===== config.mk =====
export PLATFORM = sky130hd
export DESIGN_NAME = sram_like_arbiter
export DESIGN_NICKNAME = d
export VERILOG_FILES = /design/src/rtl/sram_like_arbiter.sv
export SDC_FILE = /design/constraint.sdc
export NUM_CORES = 1
export LEC_CHECK = 0
export ABC_CLOCK_PERIOD_IN_PS = 2040
export CAP_MARGIN = 20
export CORE_AREA = 4 4 124 126
export CTS_CLUSTER_DIAMETER = 200
export DETAILED_ROUTE_END_ITERATION = 8
export DIE_AREA = 0 0 128 130
export GPL_TIMING_DRIVEN = 0
export HOLD_SLACK_MARGIN = 0.08
export SETUP_SLACK_MARGIN = 0.05
export SLEW_MARGIN = 0
export SYNTH_ARGS = -nofsm -noshare
export SYNTH_HDL_FRONTEND = slang
export SYNTH_SLANG_ARGS = --single-unit

===== constraint.sdc =====
create_clock -name clk -period 2.04 [get_ports clk]
set_input_delay 0.408 -clock clk [delete_from_list [all_inputs] [get_ports clk]]
set_output_delay 0.408 -clock clk [all_outputs]
set_load 0.005 [all_outputs]

===== src/rtl/sram_like_arbiter.sv =====
// sram_like_arbiter: shares one sram-like slave port between the instruction
// master (M0) and the data master (M1). Request and response paths are
// combinational pass-through; an in-order ID FIFO steers each data_ok back to
// the master whose request was accepted first.
// Optional feature macro: ARB_RR_EN (round-robin tie break instead of fixed
// M1-over-M0 priority).
module sram_like_arbiter #(
    parameter int unsigned OUTSTANDING = 4,
    parameter int unsigned ID_W        = 1
) (
    input  logic        clk,
    input  logic        reset,
    // instruction master
    input  logic        m0_req,
    input  logic        m0_wr,
    input  logic [1:0]  m0_size,
    input  logic [3:0]  m0_wstrb,
    input  logic [31:0] m0_addr,
    input  logic [31:0] m0_wdata,
    output logic        m0_addr_ok,
    output logic        m0_data_ok,
    output logic [31:0] m0_rdata,
    // data master
    input  logic        m1_req,
    input  logic        m1_wr,
    input  logic [1:0]  m1_size,
    input  logic [3:0]  m1_wstrb,
    input  logic [31:0] m1_addr,
    input  logic [31:0] m1_wdata,
    output logic        m1_addr_ok,
    output logic        m1_data_ok,
    output logic [31:0] m1_rdata,
    // slave port
    output logic        s_req,
    output logic        s_wr,
    output logic [1:0]  s_size,
    output logic [3:0]  s_wstrb,
    output logic [31:0] s_addr,
    output logic [31:0] s_wdata,
    input  logic        s_addr_ok,
    input  logic        s_data_ok,
    input  logic [31:0] s_rdata,
    // sticky protocol error
    output logic        err_unexpected_ok
);

    localparam int unsigned PTR_W = (OUTSTANDING > 1) ? $clog2(OUTSTANDING) : 1;
    localparam int unsigned CNT_W = PTR_W + 1;

    typedef logic [ID_W-1:0] id_t;

    localparam id_t ID_M0 = ID_W'(0);
    localparam id_t ID_M1 = ID_W'(1);

    // tracking state
    id_t              id_fifo_q [OUTSTANDING];
    logic [PTR_W-1:0] wptr_q,  wptr_d;
    logic [PTR_W-1:0] rptr_q,  rptr_d;
    logic [CNT_W-1:0] count_q, count_d;
    logic             lock_valid_q, lock_valid_d;
    id_t              lock_id_q,    lock_id_d;
    id_t              rr_last_q,    rr_last_d;
    logic             err_q,        err_d;

    // combinational helpers
    logic full_c;
    id_t  tie_grant_c;
    id_t  grant_c;
    logic sel_m1_c;
    logic gnt_req_c;
    logic push_c;
    logic pop_c;
    id_t  head_c;

    assign full_c = (count_q == CNT_W'(OUTSTANDING));

    // Tie-break choice when both masters request and no lock is held
`ifdef ARB_RR_EN
    assign tie_grant_c = (rr_last_q == ID_M1) ? ID_M0 : ID_M1;
`else
    // Fixed priority: the data master wins. rr_last is still tracked so the
    // two builds carry the same state, but nothing reads it here.
    id_t rr_unused_c;
    assign tie_grant_c = ID_M1;
    assign rr_unused_c = rr_last_q;
`endif

    // Grant selection: a held lock first, then tie-break, then lone requester
    always_comb begin
        grant_c = ID_M0;
        if (lock_valid_q) begin
            grant_c = lock_id_q;
        end else if (m0_req && m1_req) begin
            grant_c = tie_grant_c;
        end else if (m1_req) begin
            grant_c = ID_M1;
        end
    end

    assign sel_m1_c  = (grant_c == ID_M1);
    assign gnt_req_c = sel_m1_c ? m1_req : m0_req;

    // Request path: mux the granted master onto the slave, zero when idle
    always_comb begin
        s_req   = gnt_req_c & ~full_c;
        s_wr    = 1'b0;
        s_size  = 2'b00;
        s_wstrb = 4'b0000;
        s_addr  = 32'h0;
        s_wdata = 32'h0;
        if (gnt_req_c) begin
            if (sel_m1_c) begin
                s_wr    = m1_wr;
                s_size  = m1_size;
                s_wstrb = m1_wstrb;
                s_addr  = m1_addr;
                s_wdata = m1_wdata;
            end else begin
                s_wr    = m0_wr;
                s_size  = m0_size;
                s_wstrb = m0_wstrb;
                s_addr  = m0_addr;
                s_wdata = m0_wdata;
            end
        end
    end

    assign push_c     = s_req & s_addr_ok;
    assign m0_addr_ok = push_c & ~sel_m1_c;
    assign m1_addr_ok = push_c &  sel_m1_c;

    // Response path: route data_ok/rdata to the master at the FIFO head
    assign pop_c      = s_data_ok & (count_q != CNT_W'(0));
    assign head_c     = id_fifo_q[rptr_q];
    assign m0_data_ok = pop_c & (head_c == ID_M0);
    assign m1_data_ok = pop_c & (head_c == ID_M1);
    assign m0_rdata   = m0_data_ok ? s_rdata : 32'h0;
    assign m1_rdata   = m1_data_ok ? s_rdata : 32'h0;

    assign err_unexpected_ok = err_q;

    // Next-state for pointers, occupancy, lock, round-robin history and error
    always_comb begin
        wptr_d       = wptr_q;
        rptr_d       = rptr_q;
        count_d      = count_q;
        lock_valid_d = lock_valid_q;
        lock_id_d    = lock_id_q;
        rr_last_d    = rr_last_q;
        err_d        = err_q;

        if (push_c) begin
            wptr_d    = wptr_q + PTR_W'(1);
            rr_last_d = grant_c;
        end
        if (pop_c) begin
            rptr_d = rptr_q + PTR_W'(1);
        end

        unique case ({push_c, pop_c})
            2'b10:   count_d = count_q + CNT_W'(1);
            2'b01:   count_d = count_q - CNT_W'(1);
            default: count_d = count_q;
        endcase

        // Hold the port for a master whose request is waiting on addr_ok
        if (push_c) begin
            lock_valid_d = 1'b0;
        end else if (s_req) begin
            lock_valid_d = 1'b1;
            lock_id_d    = grant_c;
        end

        if (s_data_ok && (count_q == CNT_W'(0))) begin
            err_d = 1'b1;
        end
    end

    // State registers
    always_ff @(posedge clk or posedge reset) begin
        if (reset) begin
            wptr_q       <= '0;
            rptr_q       <= '0;
            count_q      <= '0;
            lock_valid_q <= 1'b0;
            lock_id_q    <= ID_M0;
            rr_last_q    <= ID_M0;
            err_q        <= 1'b0;
        end else begin
            wptr_q       <= wptr_d;
            rptr_q       <= rptr_d;
            count_q      <= count_d;
            lock_valid_q <= lock_valid_d;
            lock_id_q    <= lock_id_d;
            rr_last_q    <= rr_last_d;
            err_q        <= err_d;
        end
    end

    // ID FIFO storage: record the master of each accepted request
    always_ff @(posedge clk or posedge reset) begin
        if (reset) begin
            for (int i = 0; i < int'(OUTSTANDING); i++) begin
                id_fifo_q[i] <= ID_M0;
            end
        end else if (push_c) begin
            id_fifo_q[wptr_q] <= grant_c;
        end
    end

endmodule


==> flow_summary.json <==
{
  "synth-seq-cells": 14,
  "hp-class": "reg2reg",
  "timing.final.crit_share": 1.124,
  "fin_crit_ns": 2.293,
  "layout_common_cells": "clkdlybuf4s50_1, buf_2, nand2_1",
  "vias_per_cell": 4.418,
  "ys_seq_area_frac": 0.1533,
  "setup_violations": 139,
  "place_hpwl_mm": 12.24,
  "postPlaceCellArea_um2": 5742,
  "initial_core_util": 0.1596,
  "wirelength_mm": 17.55,
  "syn_area_um2": 2285,
  "worst_setup_path_end_kind": "output port",
  "cts_hold_buf": 0,
  "grt_max_degree": 15,
  "slew-limit-headroom": 0.6354,
  "clk-insertion-delay-late_ns": 0.24,
  "timing.fmax_mhz": 436.1,
  "drtIter0Drc": 115,
  "final_common_cell": "clkdlybuf4s50_1",
  "globalplace.congestion": 0.8308,
  "p_leak_nw": 3.715,
  "hold_ws_ns": 0.4868,
  "fp.dieH_um": 130,
  "nets": 1027,
  "postLayoutSetupSlackWorst_ns": -0.2532,
  "cts_root_buf": "clkbuf_16",
  "rows": 44,
  "synth_edf_count": 0,
  "clk_pin_slew_ns": 0.05,
  "synth_fp_nets": 604,
  "area_delta_synth_final_pct": 240.9,
  "maxCapViolCount": 0,
  "cts_tree": "done",
  "core_region_area_um2": 14310,
  "violations": "negative setup slack",
  "critPathKind": "reg2out",
  "die_w_um": 128,
  "async_reset_ff_frac": 1.000,
  "final_core_util": 0.5441,
  "synth_top_flop_cell": "dfrtp_1",
  "clock_path_buffers": 2,
  "via_count": 4524,
  "required_ns": 1.63,
  "drive_gt1_frac": 0.5762,
  "avgSynthCellArea_um2": 5.466,
  "die-area_um2": 16640,
  "grt_use_total": 0.1889,
  "drc": 0,
  "placedCellCount": 922,
  "wire_per_inst_um": 17.14,
  "p_total_mw": 9.990,
  "grt_overflow": 0,
  "grt_antenna_before_repair": 0,
  "synth_top_area_frac": 0.2941,
  "start_kind": "register",
  "io_pins": 321,
  "rsz0062_at_grt": "yes",
  "hold_viol": 0,
  "numClockSinks": 14,
  "first_pass_iters": 4,
  "critPathMaxFanout": 5,
  "syn_inst": 418,
  "status": "complete, but fails checks",
  "synth_cell_types": 31,
  "report.final.slew_viol_count": 0,
  "arrival_ns": 1.89,
  "p_per_area_nw_per_um2": 1283,
  "stdcell_area_um2": 7789,
  "fin_setup_tns_ns": -20.42,
  "vdd_drop_max_uv": 530.0,
  "first_global_vias": 4495,
  "antenna_cells": 0,
  "yosysTopAreaCell": "nand2_1",
  "ys_warn_count": 0,
  "grt_first_pass_wirelength_mm": 24.96,
  "finClkSkew_ns": 0.001480,
  "drtAntennaViolNets": 0,
  "worst_pin_slew_ns": 0.5464,
  "port_buffers": 320,
  "ctsHtreeMaxLevel": 1,
  "yosys-top-cells-area": "nand2_1, a21oi_1, dfrtp_1",
  "dp_slack_ns": -1.216,
  "cts_made_buffers": 3,
  "layout.cells.non_filler": 1024
}
-- where the power goes --
group	total, mW	internal (mW)	switching (mW)
clock network	0.408	0.297	0.112
registers	0.540	0.424	0.116
logic	9.04	5.09	3.95
-- path summary, 6_finish.rpt --
check,startpoint,to,slack [ns],cells after the start
min in group asynchronous,reset,rptr_q[0]$_DFFE_PP0P_,0.52,2
hold / removal,rptr_q[1]$_DFFE_PP0P_,rptr_q[1]$_DFFE_PP0P_,0.49,1
setup reg to reg,lock_id_q$_DFFE_PP0P_,count_q[2]$_DFFE_PP0P_,-0.21,11
setup / recovery,rptr_q[0]$_DFFE_PP0P_,m1_rdata[30],-0.25,6
max in group asynchronous,reset,lock_valid_q$_DFFE_PP0P_,1.12,2
hold reg to reg,rptr_q[1]$_DFFE_PP0P_,rptr_q[1]$_DFFE_PP0P_,0.49,1
-- final cells by class --
| class | count | area [um2] |
|---|---|---|
| sequential | 14 | 352.8 |
| fill | 1363 | 6525 |
| timing repair buffer | 423 | 3954 |
| inverter | 8 | 30.03 |
| tap | 184 | 230.2 |
| buffer | 35 | 493.0 |
| clock buffer | 4 | 88.84 |
| multi-input combinational | 356 | 2640 |
-- logic make-up after synthesis --
kind of cell	count (synthesis)	synth area share
AND/OR/NAND/NOR	253	0.4600
AO/OA/AOI/OAI	86	0.2021
buffers and inverters	48	0.09529
flip-flops	14	0.1533
XOR/XNOR	6	0.02301
adder cells (fa/ha/maj)	6	0.03614
multiplexers	5	0.03012
-- Yosys cell counts (2+ instances only) --
master    count
nand2_1     179
a21oi_1      71
nor2_1       35
and3_1       32
buf_2        26
dfrtp_1      14
clkbuf_1     12
inv_1         8
ha_1          5
o21ai_0       5
o31ai_1       5
xnor2_1       3
xor2_1        3
mux2i_1       2
nor2b_1       2
-- worst max-delay path, cell delays in order (launching register included) --
cell and delay (ns):
dfrtp_1 0.36, mux4_2 0.57, buf_4 0.16, clkbuf_8 0.14, buf_6 0.12, and3_4 0.17, buf_6 0.11
-- layer usage --
layer  vias up  wire length, um  track usage
met2       160             9418       0.3509
met1      2130             6712       0.2243
met4         0              413      0.03933
met5         -                0            0
met3        29             1005      0.03930
li1       2205                -            -
-- registers in the layout (all words and copies together) (netlist names) --
register / flops
id_fifo_q: 4
count_q: 3
lock_id_q: 1
wptr_q: 2
lock_valid_q: 1
err_unexpected_ok: 1
rptr_q: 2
-- what timing repair did --
| action | CTS | global route |
|---|---|---|
| cloned | 17 | 4 |
| pin swaps | 72 | 66 |
| gates resized for setup | 844 | 164 |
| setup buffers | 71 | 19 |
| setup endpoints to repair | 142 | 142 |
Note: power is estimated with default switching activity, not from simulation.
